--- config.mk ---
export PLATFORM = sky130hd
export DESIGN_NAME = zmips_wb_unit
export DESIGN_NICKNAME = d
export VERILOG_FILES = /design/src/rtl/zmips_wb_unit.sv
export SDC_FILE = /design/constraint.sdc
export NUM_CORES = 1
export LEC_CHECK = 0
export ABC_AREA = 1
export CORE_MARGIN = 2
export CORE_UTILIZATION = 40
export CTS_BUF_LIST = sky130_fd_sc_hd__clkbuf_4 sky130_fd_sc_hd__clkbuf_8 sky130_fd_sc_hd__clkbuf_16
export CTS_CLUSTER_SIZE = 24
export DETAILED_ROUTE_END_ITERATION = 6
export SLEW_MARGIN = 20
export SYNTH_ARGS = -nofsm -noshare
export SYNTH_HDL_FRONTEND = slang
export SYNTH_SLANG_ARGS = --single-unit
--- constraint.sdc ---
create_clock -name clk -period 2.82 [get_ports clk]
set_input_delay 0.423 -clock clk [delete_from_list [all_inputs] [get_ports clk]]
set_output_delay 0.423 -clock clk [all_outputs]
set_load 0.03 [all_outputs]
--- src/rtl/zmips_wb_unit.sv ---
// zmips_wb_unit: writeback stage for the zmips core.
//   Only driver of the regfile write port. Each cycle it picks one result,
//   in priority order: ALU result, oldest buffered load, then a load taken
//   straight from the memory port when the buffer is empty. Loads that are
//   accepted but not picked wait in a DEPTH-entry FIFO. A pending-write
//   scoreboard lets the issue stage detect RAW hazards on both read ports.
//   Results for r30/r31 are consumed and dropped, and bad_addr pulses once.
//
// Build option: define ZMIPS_WB_BYPASS_EN to add the fwd_hit_x/fwd_data_x
//   forwarding outputs; busy_x is then masked by fwd_hit_x.
//
// Ports:
//   clk, rst_n                      clock, async active-low reset
//   alu_valid/alu_addr/alu_data     single-cycle ALU result (never stalled)
//   mem_valid/mem_ready/mem_addr/mem_data  load result handshake
//   iss_valid/iss_addr              issue-stage destination reservation
//   rd_addr_0/1, busy_0/1           scoreboard lookup for regfile reads
//   wr/wr_addr/wr_data              registered regfile write port
//   bad_addr                        pulse: a result to r30/r31 was dropped
//   fifo_cnt                        registered load FIFO occupancy
//   fwd_hit_0/1, fwd_data_0/1       forwarding (ZMIPS_WB_BYPASS_EN only)
module zmips_wb_unit #(
    parameter int unsigned DEPTH = 4,
    parameter int unsigned CW    = 3
) (
    input  logic          clk,
    input  logic          rst_n,
    input  logic          alu_valid,
    input  logic [4:0]    alu_addr,
    input  logic [31:0]   alu_data,
    input  logic          mem_valid,
    output logic          mem_ready,
    input  logic [4:0]    mem_addr,
    input  logic [31:0]   mem_data,
    input  logic          iss_valid,
    input  logic [4:0]    iss_addr,
    input  logic [4:0]    rd_addr_0,
    input  logic [4:0]    rd_addr_1,
    output logic          busy_0,
    output logic          busy_1,
    output logic          wr,
    output logic [4:0]    wr_addr,
    output logic [31:0]   wr_data,
    output logic          bad_addr,
    output logic [CW-1:0] fifo_cnt
`ifdef ZMIPS_WB_BYPASS_EN
    ,
    output logic          fwd_hit_0,
    output logic          fwd_hit_1,
    output logic [31:0]   fwd_data_0,
    output logic [31:0]   fwd_data_1
`endif
);

    localparam int unsigned PW = $clog2(DEPTH);
    localparam int unsigned AW = 5;
    localparam int unsigned DW = 32;

    typedef struct packed {
        logic [AW-1:0] addr;
        logic [DW-1:0] data;
    } wb_entry_t;

    wb_entry_t     fifo_q [DEPTH];
    logic [PW-1:0] rd_ptr_q, rd_ptr_d;
    logic [PW-1:0] wr_ptr_q, wr_ptr_d;
    logic [CW-1:0] cnt_q, cnt_d;
    logic [29:0]   pend_q, pend_d;
    logic          wr_q, wr_d;
    logic          bad_q, bad_d;
    logic [AW-1:0] wr_addr_q, wr_addr_d;
    logic [DW-1:0] wr_data_q, wr_data_d;

    logic      full, empty, accept, push, pop, sel_valid, sel_prot;
    wb_entry_t sel;

    // Result selection, FIFO bookkeeping and scoreboard next state
    always_comb begin
        full      = (cnt_q == CW'(DEPTH));
        empty     = (cnt_q == '0);
        accept    = mem_valid & ~full;
        pop       = 1'b0;
        sel_valid = 1'b0;
        sel       = '0;
        if (alu_valid) begin
            sel_valid = 1'b1;
            sel       = '{addr: alu_addr, data: alu_data};
        end else if (!empty) begin
            sel_valid = 1'b1;
            pop       = 1'b1;
            sel       = fifo_q[rd_ptr_q];
        end else if (mem_valid) begin
            sel_valid = 1'b1;
            sel       = '{addr: mem_addr, data: mem_data};
        end
        // A load is buffered whenever something else owns the write slot
        push      = accept & (alu_valid | ~empty);
        sel_prot  = &sel.addr[4:1];

        wr_d      = sel_valid & ~sel_prot;
        bad_d     = sel_valid & sel_prot;
        wr_addr_d = wr_d ? sel.addr : wr_addr_q;
        wr_data_d = wr_d ? sel.data : wr_data_q;

        rd_ptr_d  = pop  ? rd_ptr_q + PW'(1) : rd_ptr_q;
        wr_ptr_d  = push ? wr_ptr_q + PW'(1) : wr_ptr_q;
        cnt_d     = cnt_q + CW'(push) - CW'(pop);

        // Clear on the write cycle first so a same-cycle reservation wins
        pend_d = pend_q;
        if (wr_q && !(&wr_addr_q[4:1])) begin
            pend_d[wr_addr_q] = 1'b0;
        end
        if (iss_valid && !(&iss_addr[4:1])) begin
            pend_d[iss_addr] = 1'b1;
        end
    end

    // Control and output registers
    always_ff @(posedge clk or negedge rst_n) begin
        if (!rst_n) begin
            rd_ptr_q  <= '0;
            wr_ptr_q  <= '0;
            cnt_q     <= '0;
            pend_q    <= '0;
            wr_q      <= 1'b0;
            bad_q     <= 1'b0;
            wr_addr_q <= '0;
            wr_data_q <= '0;
        end else begin
            rd_ptr_q  <= rd_ptr_d;
            wr_ptr_q  <= wr_ptr_d;
            cnt_q     <= cnt_d;
            pend_q    <= pend_d;
            wr_q      <= wr_d;
            bad_q     <= bad_d;
            wr_addr_q <= wr_addr_d;
            wr_data_q <= wr_data_d;
        end
    end

    // FIFO storage; contents are only meaningful under the pointers
    always_ff @(posedge clk) begin
        if (push) begin
            fifo_q[wr_ptr_q] <= '{addr: mem_addr, data: mem_data};
        end
    end

    // Scoreboard lookup; r30/r31 are never tracked
    logic pend_0, pend_1;
    always_comb begin
        pend_0 = !(&rd_addr_0[4:1]) && pend_q[rd_addr_0];
        pend_1 = !(&rd_addr_1[4:1]) && pend_q[rd_addr_1];
    end

`ifdef ZMIPS_WB_BYPASS_EN
    // Forward the in-flight write so the issue stage need not wait for it
    assign fwd_hit_0  = wr_q & (wr_addr_q == rd_addr_0);
    assign fwd_hit_1  = wr_q & (wr_addr_q == rd_addr_1);
    assign fwd_data_0 = wr_data_q;
    assign fwd_data_1 = wr_data_q;
    assign busy_0     = pend_0 & ~fwd_hit_0;
    assign busy_1     = pend_1 & ~fwd_hit_1;
`else
    assign busy_0     = pend_0;
    assign busy_1     = pend_1;
`endif

    assign mem_ready = ~full;
    assign wr        = wr_q;
    assign wr_addr   = wr_addr_q;
    assign wr_data   = wr_data_q;
    assign bad_addr  = bad_q;
    assign fifo_cnt  = cnt_q;

endmodule

==> out/qor.yml <==
insertion_delay_ns: 0.51
io_buffers: 138
crit_type: "input port to primary output"
tightestPinTransition_ns: 0.669
drtAntennaViolNets: 0
crit_chain: "clkdlybuf4s50_1 > inv_1 > a21oi_1 > o21ai_0 > nand3_1 > nand3_1 > a21o_1 > nand2_1 > buf_4"
period_needed_ns: 2.45
htreeDepth: 1
grt_overflow: 0
wl_per_cell_um: 17.6
syn_area_per_cell_um2: 9.77
rr_worst_depth: 12
clock.fmax_ghz: 0.407
hold_depth: 3
p_total_mw: 13.0
cap_viol_max_count: 0
final.setup_skew_ns: 0.00926
yosys-top-cells-count: "nand2_1 (217), edfxtp_1 (148), o21ai_0 (148)"
grt_first_pass_wirelength_um: 42100
slowest_stage: "clkdlybuf4s50_1"
syn_to_final_growth_pct: 25.4
seqCellArea_um2: 6350
start_util: 0.405
synth_edf_count: 148
multi_input_area_um2: 3250
synth_top_family_by_area: "simple AND/OR/NAND/NOR gates"
crit_path_frequent_cell: "nand3_1"
async_flop_share: 0.339
synth_cell_types: 30
final_cells: 1520
powerDensity_nw_per_um2: 1020
ys_seq_area_frac: 0.626
io_pins: 139
route.vias.total: 7992
routed_wl_um: 26800
grt_max_degree: 67
wl_met2_um: 12700
holdWs_ns: 0.359
final_core_util: 0.508
min_period_over_period: 0.870
yosysTopAreaCell: "edfxtp_1"
worst_ep_arrival_time_ns: 2.03
yosys_warnings: 0
synth_cells: 1037
syn_area_um2: 10100
route.met3.wl_um: 1660
synthTopCellsByArea: "edfxtp_1 (44%), dfrtp_1 (19%), nand2_1 (8.0%)"
hpwl_um: 17200
min_path_type: "input port to flop"
cts_sinks: 224
synth_nets: 1138
setup_violations: 0
cts_root_buf: "clkbuf_16"
fp.dieArea_um2: 26600
critPathMaxStageDelay_ns: 0.74
met1_length_um: 11900
die_w_um: 163
rsz0062_at_grt: "false"
critPathCaptureType: "primary output"
cp_data_required_time_ns: 2.40
worst_setup_path_start_kind: "input port"
fill_cells: 2318
ir_worst_vdd_uv: 748
synthXorXnorAreaFrac: 0.00432
leakage_nw: 5.08
yosys.area_share.simple: 0.189
synth.top_cell.area_share: 0.439
via_per_inst: 5.26
synth_fa_ha_area_frac: 0.00938
drtIter0Drc: 640
rows: 58
chipHeight_um: 163
firstDrtPassIters: 5
status: "finished clean"
hold_viol: 0
numCtsBuffers: 24
worstPathMaxFanout: 13
nNetsFinal: 1272
synth_flop_cell: "edfxtp_1"
clkTransAtPathRegs_ns: 0.06
highest_layer: "met4"
drv_slew: 0
gp_congestion: 0.841
clockBufferDepth: 3
cts_tree: "done"
grt_pass1_vias: 7649
drive_gt1_frac: 0.0740
grt_usage: 0.202
synth_compound_area_frac: 0.115
synth_most_common_cell: "nand2_1"
muxShareOfSynthArea: 0
dp.cells: 1474
slew-limit-headroom: 0.554
synth_seq_cells: 224
core-area_um2: 25000
drc: 0
antenna_found_initial: 2
layout by cell type, fill, tap and decap left out, types with 5 or more instances in the layout:
master | synthesis | layout
a21oi_1 | 16 | 16
buf_4 | 4 | 26
clkbuf_16 | 0 | 25
clkbuf_4 | 0 | 8
clkdlybuf4s50_1 | 0 | 133
clkinv_2 | 0 | 7
dfrtp_1 | 76 | 75
edfxtp_1 | 148 | 148
ha_1 | 6 | 6
inv_1 | 72 | 72
nand2_1 | 217 | 216
nand3_1 | 145 | 145
nor2_1 | 87 | 83
nor2_4 | 1 | 5
o211ai_1 | 9 | 9
o21ai_0 | 148 | 148
o22ai_1 | 32 | 32
final timing paths:
kind / start / end / slack [ns]
min reg2reg: wr_data[21]$_DFFE_PN0P_ / wr_data[21]$_DFFE_PN0P_ / 0.47
max in group asynchronous: rst_n / wr_data[24]$_DFFE_PN0P_ / 1.71
min in group asynchronous: rst_n / pend_q[8]$_DFF_PN0_ / 0.47
max: rd_addr_0[1] / busy_0 / 0.37
min: alu_valid / rd_ptr_q[0]$_DFFE_PN0P_ / 0.36
max reg2reg: rd_ptr_q[0]$_DFFE_PN0P_ / wr_data[20]$_DFFE_PN0P_ / 0.55
logic make-up (layout without fill, tap and decap cells):
family | count (synthesis) | count (layout)
adder cells (fa/ha/maj) | 7 | 7
flip-flops | 224 | 224
other | 0 | 1
XOR/XNOR | 5 | 5
AO/OA/AOI/OAI | 213 | 213
buffers and inverters | 133 | 285
AND/OR/NAND/NOR | 455 | 455
power by group:
group | total [mW] | internal (mW) | switching, mW
combinational | 4.81 | 1.71 | 3.11
sequential | 5.07 | 4.53 | 0.544
clock | 3.09 | 1.85 | 1.24
critical path, delay by kind of cell:
kind	cells	cell delay [ns]
compound gates	3	0.38
buf+inv	3	1.03
simple gates	3	0.20
routing by layer:
metal  GRT usage  vias to the layer above
li1            -                     3849
met1       0.277                     3871
met2       0.336                      240
met3      0.0330                       32
met4      0.0479                        0
met5           0                        -
through the flow:
| step | setup TNS [ns] | instance area, um2 | worst slack [ns] |
|---|---|---|---|
| after floorplan | -61.37 | 10100 | -0.415 |
| after global placement | 0 | 11900 | 0.391 |
| after detailed placement | 0 | 11900 | 0.396 |
| after CTS | 0 | 12700 | 0.386 |
| after global routing | 0 | 12700 | 0.202 |
| final | 0 | 12700 | 0.365 |
repair_timing:
action,in CTS,in global routing
buffers inserted,0,0
hold buffers,1,0
hold endpoints to repair,39,0
gates resized for setup,0,0
registers in the layout, summed over array words and instances, names as in the netlist:
| register | count |
|---|---|
| fifo_q | 148 |
| bad_addr | 1 |
| wr_ptr_q | 2 |
| wr_addr | 5 |
| rd_ptr_q | 2 |
| fifo_cnt | 3 |
| wr_data | 32 |
| pend_q | 30 |
| wr | 1 |
cell type report:
class / count / area share
Clock buffer: 35 / 0.0561
Inverter: 75 / 0.0222
Sequential cell: 224 / 0.499
Timing Repair Buffer: 166 / 0.128
Antenna cell: 1 / 0.000197
Tap cell: 330 / 0.0325
Multi-Input combinational cell: 680 / 0.256
Clock inverter: 9 / 0.00571
Note: power is estimated with default switching activity, not from simulation.
